[src/rtl/blob_centroid.sv]
// Per-frame foreground statistics: pixel count, coordinate sums and bounding box.
// A sequential divider turns the sums into a centroid during blanking.
module blob_centroid #(
  parameter int H_ACTIVE   = 640,
  parameter int V_ACTIVE   = 480,
  parameter int MIN_PIXELS = 16
) (
  input  logic        clk,
  input  logic        rst_n,
  input  logic        clk_enable,
  input  logic        frame_enable,
  input  logic [15:0] pixel_color,
  output logic [9:0]  centroid_x,
  output logic [9:0]  centroid_y,
  output logic [9:0]  bbox_x_min,
  output logic [9:0]  bbox_x_max,
  output logic [9:0]  bbox_y_min,
  output logic [9:0]  bbox_y_max,
  output logic [18:0] pixel_count,
  output logic        target_found,
  output logic        result_valid,
  output logic        busy,
  output logic        overrun
);

  localparam logic [2:0]  S_IDLE  = 3'd0;
  localparam logic [2:0]  S_ACCUM = 3'd1;
  localparam logic [2:0]  S_DIV_X = 3'd2;
  localparam logic [2:0]  S_DIV_Y = 3'd3;
  localparam logic [2:0]  S_DONE  = 3'd4;

  localparam logic [9:0]  X_LAST  = 10'(H_ACTIVE - 1);
  localparam logic [9:0]  Y_END   = 10'(V_ACTIVE);
  localparam logic [18:0] MIN_CNT = 19'(MIN_PIXELS);

  logic        r_frame_d;
  logic [2:0]  r_state;
  logic [9:0]  r_x, r_y;
  logic [18:0] r_count;
  logic [27:0] r_sum_x, r_sum_y;
  logic [9:0]  r_x_min, r_x_max, r_y_min, r_y_max;
  logic [18:0] r_rem;
  logic [27:0] r_quo;
  logic [4:0]  r_bit_cnt;
  logic [9:0]  r_qx;

  logic        w_rise, w_fall, w_acc, w_aborting;
  logic [9:0]  w_x_min_base, w_x_max_base, w_y_min_base, w_y_max_base;
  logic [19:0] w_shift, w_diff;
  logic        w_qbit, w_last;
  logic [18:0] w_rem_next;
  logic [27:0] w_quo_next;

  assign w_rise = frame_enable & ~r_frame_d;
  assign w_fall = ~frame_enable & r_frame_d;
  // The first pixel of a frame lands on the same edge that clears the accumulators.
  assign w_acc  = clk_enable & frame_enable & (r_y < Y_END) & (pixel_color != 16'd0) &
                  ((r_state == S_ACCUM) | w_rise);

  assign w_x_min_base = w_rise ? 10'h3FF : r_x_min;
  assign w_x_max_base = w_rise ? 10'h000 : r_x_max;
  assign w_y_min_base = w_rise ? 10'h3FF : r_y_min;
  assign w_y_max_base = w_rise ? 10'h000 : r_y_max;

  // Restoring divide step: bit 19 of the trial difference is the borrow.
  assign w_shift    = {r_rem, r_quo[27]};
  assign w_diff     = w_shift - {1'b0, r_count};
  assign w_qbit     = ~w_diff[19];
  assign w_rem_next = w_qbit ? w_diff[18:0] : w_shift[18:0];
  assign w_quo_next = {r_quo[26:0], w_qbit};
  assign w_last     = (r_bit_cnt == 5'd27);

  assign w_aborting = (r_state == S_DIV_X) | (r_state == S_DIV_Y) | (r_state == S_DONE);
  assign busy       = w_aborting;

  // NOTE: every register uses non-blocking assignment so all state updates see pre-edge values.
  always_ff @(posedge clk or negedge rst_n) begin
    if (!rst_n) begin
      r_frame_d <= 1'b0;
      r_x       <= '0;
      r_y       <= '0;
    end else begin
      r_frame_d <= frame_enable;
      if (!frame_enable) begin
        r_x <= '0;
        r_y <= '0;
      end else if (clk_enable) begin
        if (r_x == X_LAST) begin
          r_x <= '0;
          if (r_y < Y_END) r_y <= r_y + 10'd1;
        end else begin
          r_x <= r_x + 10'd1;
        end
      end
    end
  end

  always_ff @(posedge clk or negedge rst_n) begin
    if (!rst_n) begin
      r_count <= '0;
      r_sum_x <= '0;
      r_sum_y <= '0;
      r_x_min <= 10'h3FF;
      r_x_max <= '0;
      r_y_min <= 10'h3FF;
      r_y_max <= '0;
    end else if (w_rise || w_acc) begin
      r_count <= (w_rise ? 19'd0 : r_count) + 19'(w_acc);
      r_sum_x <= (w_rise ? 28'd0 : r_sum_x) + (w_acc ? 28'(r_x) : 28'd0);
      r_sum_y <= (w_rise ? 28'd0 : r_sum_y) + (w_acc ? 28'(r_y) : 28'd0);
      r_x_min <= (w_acc && r_x < w_x_min_base) ? r_x : w_x_min_base;
      r_x_max <= (w_acc && r_x > w_x_max_base) ? r_x : w_x_max_base;
      r_y_min <= (w_acc && r_y < w_y_min_base) ? r_y : w_y_min_base;
      r_y_max <= (w_acc && r_y > w_y_max_base) ? r_y : w_y_max_base;
    end
  end

  // NOTE: divider datapath registers are reset too, so a reset mid-divide leaves no stale quotient.
  always_ff @(posedge clk or negedge rst_n) begin
    if (!rst_n) begin
      r_state      <= S_IDLE;
      r_rem        <= '0;
      r_quo        <= '0;
      r_bit_cnt    <= '0;
      r_qx         <= '0;
      centroid_x   <= '0;
      centroid_y   <= '0;
      bbox_x_min   <= 10'h3FF;
      bbox_x_max   <= '0;
      bbox_y_min   <= 10'h3FF;
      bbox_y_max   <= '0;
      pixel_count  <= '0;
      target_found <= 1'b0;
      result_valid <= 1'b0;
      overrun      <= 1'b0;
    end else begin
      result_valid <= 1'b0;
      overrun      <= 1'b0;
      if (w_rise) begin
        overrun <= w_aborting;
        r_state <= S_ACCUM;
      end else begin
        case (r_state)
          S_ACCUM: begin
            if (w_fall) begin
              if (r_count == 19'd0) begin
                r_state <= S_DONE;
              end else begin
                r_state   <= S_DIV_X;
                r_rem     <= '0;
                r_quo     <= r_sum_x;
                r_bit_cnt <= '0;
              end
            end
          end
          S_DIV_X: begin
            r_rem     <= w_rem_next;
            r_quo     <= w_quo_next;
            r_bit_cnt <= r_bit_cnt + 5'd1;
            if (w_last) begin
              r_qx      <= w_quo_next[9:0];
              r_rem     <= '0;
              r_quo     <= r_sum_y;
              r_bit_cnt <= '0;
              r_state   <= S_DIV_Y;
            end
          end
          S_DIV_Y: begin
            r_rem     <= w_rem_next;
            r_quo     <= w_quo_next;
            r_bit_cnt <= r_bit_cnt + 5'd1;
            if (w_last) r_state <= S_DONE;
          end
          S_DONE: begin
            pixel_count  <= r_count;
            bbox_x_min   <= r_x_min;
            bbox_x_max   <= r_x_max;
            bbox_y_min   <= r_y_min;
            bbox_y_max   <= r_y_max;
            target_found <= (r_count >= MIN_CNT);
            if (r_count != 19'd0) begin
              centroid_x <= r_qx;
              centroid_y <= r_quo[9:0];
            end
            result_valid <= 1'b1;
            r_state      <= S_IDLE;
          end
          default: r_state <= S_IDLE;
        endcase
      end
    end
  end

endmodule

[config.mk]
export PLATFORM = sky130hd
export DESIGN_NAME = blob_centroid
export DESIGN_NICKNAME = d
export VERILOG_FILES = /design/src/rtl/blob_centroid.sv
export SDC_FILE = /design/constraint.sdc
export NUM_CORES = 1
export LEC_CHECK = 0
export BUFFER_PORTS_ARGS = -buffer_cell sky130_fd_sc_hd__buf_2
export CORE_ASPECT_RATIO = 1.5
export CORE_UTILIZATION = 24
export CTS_CLUSTER_DIAMETER = 40
export CTS_CLUSTER_SIZE = 24
export DETAILED_ROUTE_END_ITERATION = 8
export PLACE_DENSITY_LB_ADDON = 0.08
export SYNTH_ARGS = -nofsm -noshare
export SYNTH_HDL_FRONTEND = slang
export SYNTH_SLANG_ARGS = --single-unit
[constraint.sdc]
create_clock -name clk -period 9.7 [get_ports clk]
set_input_delay 0.97 -clock clk [delete_from_list [all_inputs] [get_ports clk]]
set_output_delay 0.97 -clock clk [all_outputs]
set_load 0.01 [all_outputs]
==> impl_metrics.toml, run 1 <==
[die]
fp.coreArea_mm2 = 0.0645
die_width_um = 211
die_area_mm2 = 0.0664
ios = 103
rows = 114
start_util_pct = 24.3
die_y_um = 315

[clocking]
clk_path_buf_depth = 3
cts.sinks = 283
cts_tree = "built"
cts_hold_buffers = 0
cts_inserted_buffers = 50
clk_pin_slew_ns = 0.05
htree_levels = 2
cts_resized = 0
post_cts_buffers = 0
cts_root_buffer = "clkbuf_16"
clk_latency_ns = 0.61

[timing]
fmax_mhz = 199
finalCritPeriodShare_pct = 51.7
final-max-slew-violation-count = 0
relSlewSlack_pct = 34.6
finClkSkew_ns = 0.0271
worst_pin_slew_ns = 0.981
finalHoldViolCount = 0
rsz0062_at_grt = "false"
setup_viol = 0
period_needed_ns = 5.02
timing.setup.tns_ns = 0

[final_layout]
layout.nets = 1759
final_cell_area_mm2 = 0.0190
drive_above_1_share_pct = 22.2
antenna_cells = 0
syn_to_final_growth_pct = 20.9

[detailed_routing]
first_pass_iters = 4
drc_errors = 0
wl_um = 47800
ant_nets = 0
viasPerCell = 4.57
drt-initial-drc-count = 431
vias = 11700
wire_per_inst_um = 18.6

[global_routing]
antenna_found_initial = 1
grt-ovfl-total = 0
grtUsageTotal_pct = 14.8
grt_pass1_vias = 12400
grt_max_degree = 114
grt_pass1_wl_um = 75900

[synthesis]
synthArstFlopShare_pct = 100
synthFlopType = "dfrtp_1"
yosysSeqAreaShare_pct = 45.5
synth_nets = 1667
synth_seq_cells = 283
syn_inst = 1560
synth_area_mm2 = 0.0157
synth_area_per_cell_um2 = 10.0
yosys_warnings = 0
synth_edf_count = 0
synth_cell_types = 74

[power_and_ir_drop]
max-vdd-ir-drop_uv = 122
power_density_mw_per_mm2 = 246
leakagePower_nw = 8.53

[critical_path]
arrival_ns = 5.52
worst_setup_path_end_kind = "flip-flop"
critical_path_required_ns = 10.20
slowest_delay_ns = 0.70
crit_family = "simple AND/OR/NAND/NOR gates"
critPathMaxFanout = 47
cp-start-kind = "input port"
crit_chain = "buf_2 -> ha_4 -> o21ai_2 -> or3_1 -> buf_4 -> nor2_1 -> ha_1 -> fa_1 -> a21oi_1 -> o21ai_2 -> a2111oi_2 -> o41ai_4 -> nand2_1 -> or4_1 -> a21oi_1"
cp.buffers_inverters = 2
slowest_stage = "o41ai_4"
startpoint = "frame_enable"
critical_path_class = "input port to flip-flop"
reg2reg_from = "r_frame_d$_DFF_PN0_"

[placement]
placed_area_mm2 = 0.0171
hpwl_um = 33400
place_congestion = 0.776
io_buffers = 102

[hold_path]
hp-class = "input port to asynchronous set/reset pin"

[outcome]
outcome = "completed"

[run]
drv_cap = 0
metrics by stage:
stage	instances	utilization (%)	hold slack, ns	total power, mW	worst slack [ns]
2_1_floorplan	1560	-	0.449	2.35	4.97
3_3_place_gp	2470	26.6	0.466	2.79	4.02
3_5_place_dp	2470	26.6	0.472	2.79	3.94
4_1_cts	2563	29.4	0.446	4.76	4.58
5_1_grt	2563	29.4	0.486	4.95	4.34
6_report	2563	29.4	0.425	4.66	4.68
worst paths after layout:
kind	to	slack (ns)	cells after the start
setup reg to reg	r_sum_y[26]$_DFFE_PN0P_	4.81	15
hold / removal	r_rem[16]$_DFFE_PN0P_	0.43	1
hold reg to reg	r_quo[22]$_DFFE_PN0P_	0.48	2
max in group asynchronous	r_sum_x[2]$_DFFE_PN0P_	7.11	3
setup / recovery	r_sum_y[26]$_DFFE_PN0P_	4.68	15
min in group clk	r_quo[22]$_DFFE_PN0P_	0.48	2
cells by family (layout without fill, tap and decap cells):
group                      after synthesis  in the layout  synth area share [%]
xor gates and xnor gates                69             69                  3.86
muxes                                  172            172                  11.8
AOI/OAI and AO/OA                      294            294                  12.5
other                                    1              1                0.0239
DFF                                    283            283                  45.5
adders and majority gates               87             87                  7.09
buffers and inverters                  138            271                  3.49
and+or+nand+nor                        516            516                  15.8
power by group:
group / switching, mW / internal (mW)
registers: 0.146 / 1.39
logic: 0.746 / 0.456
clock network: 0.725 / 1.20
final cells by class:
| cell class | count | area, um^2 |
|---|---|---|
| clock inverter | 39 | 513 |
| fill | 6858 | 45500 |
| tap | 870 | 1090 |
| inverter | 65 | 244 |
| clock buffer | 54 | 1310 |
| sequential | 283 | 7130 |
| timing repair buffer | 113 | 616 |
| multi-input combinational | 1139 | 8060 |
state kept, by name, summed over array words and instances, names as in the netlist, 3 cells and up:
signal / flops
r_quo: 28
r_sum_x: 28
r_sum_y: 28
pixel_count: 19
r_count: 19
r_rem: 19
bbox_x_max: 10
bbox_x_min: 10
bbox_y_max: 10
bbox_y_min: 10
centroid_x: 10
centroid_y: 10
r_qx: 10
r_x: 10
r_x_max: 10
r_x_min: 10
r_y: 10
r_y_max: 10
r_y_min: 10
r_bit_cnt: 5
r_state: 3
layer usage:
layer  track usage [%]  vias to the layer above  wire [um]
met1              18.2                     5773      21000
met5                 0                        -         13
met3              2.46                       59       1420
met2              26.4                      135      24300
li1                  -                     5756          -
met4              4.43                        2       1120
layout by cell type, fill, tap and decap left out, drive strengths merged, types with 5 or more instances in the layout:
master | Yosys | routed
nand2b | 5 | 5
nor3 | 17 | 17
nand2 | 141 | 141
clkinv | 1 | 8
nand4 | 35 | 35
or2 | 5 | 5
dfrtp | 243 | 243
a21o | 27 | 27
a21oi | 81 | 81
clkbuf | 44 | 54
o21ai | 82 | 82
o21bai | 6 | 6
and3 | 12 | 12
o221ai | 5 | 5
xnor2 | 54 | 54
or3 | 10 | 10
dfstp | 40 | 40
buf | 29 | 113
a221o | 10 | 10
o211ai | 15 | 15
and2 | 13 | 13
clkinvlp | 0 | 6
and4 | 10 | 10
xor2 | 15 | 15
mux2 | 102 | 102
nor4 | 16 | 16
mux2i | 70 | 70
nor2 | 165 | 165
bufinv | 0 | 7
ha | 84 | 84
inv | 64 | 83
o31a | 5 | 5
nand3 | 36 | 36
nor2b | 42 | 42
o21a | 10 | 10
o311ai | 5 | 5
a211oi | 13 | 13
synthesized netlist by cell type (6+ instances only):
cell	n	share of area, %
dfrtp_1	243	39
nor2_1	164	3.9
nand2_1	141	3.4
mux2_2	101	7.3
ha_1	84	6.7
a21oi_1	81	2.6
o21ai_0	80	2.6
mux2i_1	70	4.5
inv_1	63	1.5
xnor2_1	54	3.0
clkbuf_1	44	1.1
nor2b_1	42	1.7
dfstp_2	40	6.7
nand3_1	36	1.1
nand4_1	34	1.4
a21o_1	27	1.3
buf_2	17	0.54
nor3_1	17	0.54
o211ai_1	15	0.72
xor2_1	15	0.84
nor4_1	14	0.56
and2_1	13	0.52
a211oi_1	12	0.57
and3_1	12	0.48
a221o_1	10	0.64
and4_1	10	0.56
buf_1	10	0.24
o21a_1	10	0.48
or3_1	10	0.40
o21bai_1	6	0.29
No activity file was read; power rests on OpenSTA's default activity.
==> inputs of run 2 (changes only) <==
clock period = 4.54 ns   (was 9.7 ns; I/O delays follow)
==> impl_metrics.toml, run 2 (same netlist as run 1, synthesis figures left out) <==
[global_routing]
grtUsageTotal_pct = 14.7
grt-ovfl-total = 0
grt_pass1_wl_um = 75800
grt_pass1_vias = 12700
grt_max_degree = 91
antenna_found_initial = 0

[final_layout]
final_common_cell = "dfrtp_1"
antenna_cells = 0
layout.nets = 1783
final_cell_area_mm2 = 0.0193
final_cell_mix = "dfrtp_1 (243), nor2_1 (162), nand2_1 (141), mux2_2 (101), buf_2 (101)"
reg.largest.list = "r_quo: 28 flops, r_sum_x: 28 flops, r_sum_y: 28 flops"
syn_to_final_growth_pct = 23.2
postLayoutCoreUtil_pct = 30.0
instances_no_fill = 2592
drive_above_1_share_pct = 23.3

[power_and_ir_drop]
max-vdd-ir-drop_uv = 342
power_density_mw_per_mm2 = 531
fin_total_pwr_mw = 10.3
leakagePower_nw = 8.71

[detailed_routing]
wl_met2_um = 24700
first_pass_iters = 5
wl_met1_um = 20400
wire_per_inst_um = 18.3
wl_um = 47500
viasPerCell = 4.59
ant_nets = 0
drc_errors = 0
wl_met3_um = 1310
vias = 11900
top_layer = "met4"
drt-initial-drc-count = 474

[critical_path]
r2r_cells = 15
regToRegSetupSlack_ns = 0.32
critical_path_class = "flip-flop to flip-flop"
critPathMaxFanout = 15
reg2reg_from = "r_state[1]$_DFFE_PN0P_"
arrival_ns = 4.68
worst_setup_path_end_kind = "flip-flop"
r2r-end = "r_sum_x[22]$_DFFE_PN0P_"
critical_path_required_ns = 5.00
cp-start-kind = "flip-flop"

[timing]
worst_slack_ns = 0.321
fmax_mhz = 237
finalHoldViolCount = 0
finalCritPeriodShare_pct = 92.9
relSlewSlack_pct = 35.0
finClkSkew_ns = 0.0238
setup_viol = 0
period_needed_ns = 4.22
whs_ns = 0.130
worst_pin_slew_ns = 0.973
rsz0062_at_grt = "false"
timing.setup.tns_ns = 0
final-max-slew-violation-count = 0

[die]
rows = 114
die_width_um = 211
start_util_pct = 24.3
die_y_um = 315
ios = 103
fp.coreArea_mm2 = 0.0645
die_area_mm2 = 0.0664

[clocking]
cts_root_buffer = "clkbuf_16"
clk_path_buf_depth = 3
cts.sinks = 283
clk_latency_ns = 0.60
cts_inserted_buffers = 54
htree_levels = 2
cts_tree = "built"
post_cts_buffers = 0
clk_pin_slew_ns = 0.05

[outcome]
outcome = "completed"

[placement]
hpwl_um = 33700
io_buffers = 102
place_congestion = 0.767
dp.cells = 2489
place_ws_ns = 0.118
placed_area_mm2 = 0.0173

[hold_path]
hold_path_end = "r_frame_d$_DFF_PN0_"
min_path_cells = 1
hp-class = "input port to flip-flop"
hp-start = "frame_enable"

[run]
drv_cap = 0
## run 2: cell count changes in the layout (fill, tap and decap cells not counted), sizes merged
cell	previous run	this run
buf	113	132
bufinv	7	8
clkbuf	54	63
clkinv	8	10
clkinvlp	6	9
dlygate4sd3	0	1
inv	83	77
## run 2: repair_timing
action                     in CTS  in global routing
hold buffers                    1                  0
setup endpoints to repair       0                  0
hold endpoints to repair       79                  0
gates resized for setup         0                  0
## run 2: worst max path at each step
stage                      startpoint                 endpoint  slack [ns]  depth (start not counted)
6_report       r_state[1]$_DFFE_PN0P_  r_sum_x[22]$_DFFE_PN0P_        0.32                         15
5_1_grt        r_state[1]$_DFFE_PN0P_  r_sum_x[24]$_DFFE_PN0P_        0.01                         15
4_1_cts        r_state[1]$_DFFE_PN0P_  r_sum_x[22]$_DFFE_PN0P_        0.30                         15
3_5_place_dp           pixel_color[2]  r_sum_x[22]$_DFFE_PN0P_        0.12                         16
3_3_place_gp           pixel_color[1]  r_sum_x[26]$_DFFE_PN0P_        0.17                         15
2_1_floorplan            frame_enable  r_sum_x[24]$_DFFE_PN0P_        0.32                         16
## run 2: final cells by class
class	instances	area (um^2)
fillers	6824	45200
clock inverters	39	493
multi-input cells	1139	8060
flip-flops and latches	283	7130
well taps	870	1090
clock buffers	63	1490
repair buffers	133	818
inverters	65	244
## run 2: worst max-delay path, stage by stage, from the launching register on
cell       delay [ns]
dfrtp_1          0.46
nor3b_2          0.35
o21ai_2          0.13
or3_1            0.51
buf_4            0.21
nor2_1           0.09
ha_1             0.27
a21o_1           0.19
a21oi_1          0.24
o21bai_1         0.13
a2111oi_0        0.60
buf_4            0.22
o31a_1           0.25
buf_12           0.18
o311ai_0         0.13
o41ai_1          0.10
## run 2: power by group
| part | leakage [nW] | switching, mW | internal (mW) |
|---|---|---|---|
| clock | 0.948 | 1.53 | 2.84 |
| sequential | 3.77 | 0.304 | 2.97 |
| combinational | 4.00 | 1.60 | 1.01 |
## run 2: metal layers
layer | up-vias | track usage (%)
met3 | 72 | 2.21
li1 | 5805 | -
met2 | 164 | 26.5
met5 | - | 0
met1 | 5848 | 17.9
met4 | 0 | 4.56
==> inputs of run 3 (changes only) <==
ABC_AREA = 1   (was default)
==> impl_metrics.toml, run 3 <==
[outcome]
outcome = "completed"

[critical_path]
crit_chain = "nand2_1 -> o21bai_2 -> nor2_1 -> nand2_2 -> nor2_1 -> ha_1 -> fa_1 -> nand3_1 -> nand2_1 -> nand3_1 -> nand2_1 -> a21boi_0 -> a21oi_1 -> o21ai_0 -> o21ai_0"
regToRegSetupSlack_ns = 1.21
cpMostUsedCell = "nand2_1"
critical_path_class = "flip-flop to flip-flop"
arrival_ns = 3.80
worst_setup_path_end_kind = "flip-flop"
slowest_stage = "nand2_2"
slowest_delay_ns = 0.50
r2r_cells = 15
critPathMaxFanout = 26
r2r-end = "r_sum_x[8]$_DFFE_PN0P_"
reg2reg_from = "r_y[8]$_DFFE_PN0P_"
critical_path_required_ns = 5.01
cp-start-kind = "flip-flop"
cp.buffers_inverters = 0
crit_family = "simple AND/OR/NAND/NOR gates"

[detailed_routing]
drc_errors = 0
wire_per_inst_um = 17.1
wl_um = 56200
ant_nets = 0
viasPerCell = 4.45
vias = 14700
first_pass_iters = 5
drt-initial-drc-count = 750

[synthesis]
yosysSeqAreaShare_pct = 42.7
synth_edf_count = 0
synth_area_per_cell_um2 = 7.44
synth_seq_cells = 283
synthArstFlopShare_pct = 100
synth_most_common_cell = "nand2_1"
synthFlopType = "dfrtp_1"
syn_inst = 2245
yosys_warnings = 0
synth_common_cells = "nand2_1 (665), inv_1 (256), dfrtp_1 (243)"
synth.area.top_cells = "dfrtp_1 (36%), nand2_1 (15%), dfstp_2 (6.3%)"
synth_area_mm2 = 0.0167
netlist.area_leader.share_pct = 36.4
yosys.area.top_type = "dfrtp_1"
synth_cell_types = 54
synth_nets = 2352

[timing]
finalHoldViolCount = 0
period_needed_ns = 3.33
final-max-slew-violation-count = 0
relSlewSlack_pct = 34.7
rsz0062_at_grt = "false"
finalCritPeriodShare_pct = 73.3
setup_viol = 0
timing.setup.tns_ns = 0
finClkSkew_ns = 0.0293
worst_pin_slew_ns = 0.980
fmax_mhz = 300

[placement]
hpwl_um = 40800
placed_area_mm2 = 0.0182
place_congestion = 0.856
io_buffers = 102

[clocking]
clk_pin_slew_ns = 0.06
cts_hold_buffers = 1
cts_root_buffer = "clkbuf_16"
clk_latency_ns = 0.61
htree_levels = 2
clk_path_buf_depth = 3
post_cts_buffers = 0
cts_resized = 0
cts.sinks = 283
cts_inserted_buffers = 55
cts_tree = "built"

[die]
start_util_pct = 24.2
fp.coreArea_mm2 = 0.0689
ios = 103
rows = 118
die_area_mm2 = 0.0707
die_y_um = 325
die_width_um = 217

[final_layout]
drive_above_1_share_pct = 12.6
layout.nets = 2458
final_cell_mix = "nand2_1 (664), inv_1 (256), dfrtp_1 (243), nor2_1 (237), o21ai_0 (161)"
final_common_cell = "nand2_1"
postLayoutCoreUtil_pct = 29.2
fill_cells = 7530
syn_to_final_growth_pct = 20.7
antenna_cells = 0
final_cell_area_mm2 = 0.0202
reg.largest.list = "r_quo: 28 flops, r_sum_x: 28 flops, r_sum_y: 28 flops"

[run]
drv_cap = 0

[hold_path]
hp-start = "frame_enable"
hold_path_end = "r_frame_d$_DFF_PN0_"
hp-class = "input port to flip-flop"
min_path_cells = 1

[power_and_ir_drop]
p_clk_share_pct = 37.4
max-vdd-ir-drop_uv = 280
fin_total_pwr_mw = 11.4
p_int_mw = 6.95
p_sw_mw = 4.44
p_comb_share_pct = 32.2
leakagePower_nw = 9.73
power_density_mw_per_mm2 = 565
p_sw_share_pct = 39.0
p_seq_share_pct = 30.4

[global_routing]
grt_pass1_wl_um = 89500
antenna_found_initial = 0
grt-ovfl-total = 0
grtUsageTotal_pct = 16.3
grt_max_degree = 107
grt_pass1_vias = 15500
[run 3: cell types whose count changed after synthesis, moves of 14 or more]
cell	delta
o22ai_1	+22
o21ai_0	+81
inv_1	+193
xor2_1	+29
nand2_1	+524
mux2_2	-101
xnor2_1	-29
clkbuf_1	-14
nand3_1	+114
nor2b_1	-42
nor2_1	+75
mux2i_1	-70
a21o_1	-25
[run 3: layout make-up]
class	instances	area (um^2)	area share, %
multi-input cells	1623	8240	40.9
flip-flops and latches	283	7130	35.4
clock buffers	62	1470	7.27
well taps	900	1130	5.59
inverters	264	992	4.92
repair buffers	124	738	3.66
clock inverters	40	464	2.30
[run 3: worst max-delay path by stage]
stage	cells past startpoint	startpoint	to	slack [ns]
5_1_grt	15	r_y[8]$_DFFE_PN0P_	r_sum_x[8]$_DFFE_PN0P_	0.86
3_5_place_dp	21	frame_enable	r_sum_x[24]$_DFFE_PN0P_	1.06
4_1_cts	15	r_y[8]$_DFFE_PN0P_	r_sum_x[8]$_DFFE_PN0P_	1.17
6_report	15	r_y[8]$_DFFE_PN0P_	r_sum_x[8]$_DFFE_PN0P_	1.21
3_3_place_gp	18	frame_enable	r_sum_x[8]$_DFFE_PN0P_	1.09
2_1_floorplan	17	frame_enable	r_sum_x[8]$_DFFE_PN0P_	1.44
[run 3: power groups by stage]
stage	registers [mW]	logic [mW]	clock network (mW)
2_1_floorplan	3.56	2.32	0
3_3_place_gp	3.51	3.76	0
3_5_place_dp	3.52	3.77	0
4_1_cts	3.49	3.78	4.40
5_1_grt	3.55	4.21	4.51
6_report	3.47	3.67	4.26
[run 3: through the flow]
stage / setup slack [ns] / cells / hold WS (ns)
3_5_place_dp: 1.06 / 3193 / 0.454
6_report: 1.21 / 3296 / 0.134
5_1_grt: 0.863 / 3296 / 0.110
4_1_cts: 1.17 / 3296 / 0.0835
2_1_floorplan: 1.44 / 2245 / 0.158
3_3_place_gp: 1.09 / 3193 / 0.450
[run 3: worst reg2reg max path: cells and delay by family (launching register included)]
kind	cells	cell delay [ns]
AOI/OAI and AO/OA	5	0.85
adders and majority gates	2	0.70
DFF	1	0.49
and+or+nand+nor	8	1.18
[run 3: layer usage]
layer	GRT usage, %	wire (um)	vias up
met4	4.91	1450	0
met5	0	0	-
li1	-	-	7440
met2	31.2	30800	199
met1	18.3	22600	6966
met3	2.16	1380	71
[run 3: cell families (layout without fill, tap and decap cells)]
family	Yosys count	count (layout)	share of synthesized area [%]
flops	283	283	42.7
xor+xnor	69	69	3.62
compound gates	310	310	10.1
fa+ha+maj	87	87	6.65
buf+inv	339	490	8.14
simple gates	1156	1156	28.8
other cells	1	1	0.0224
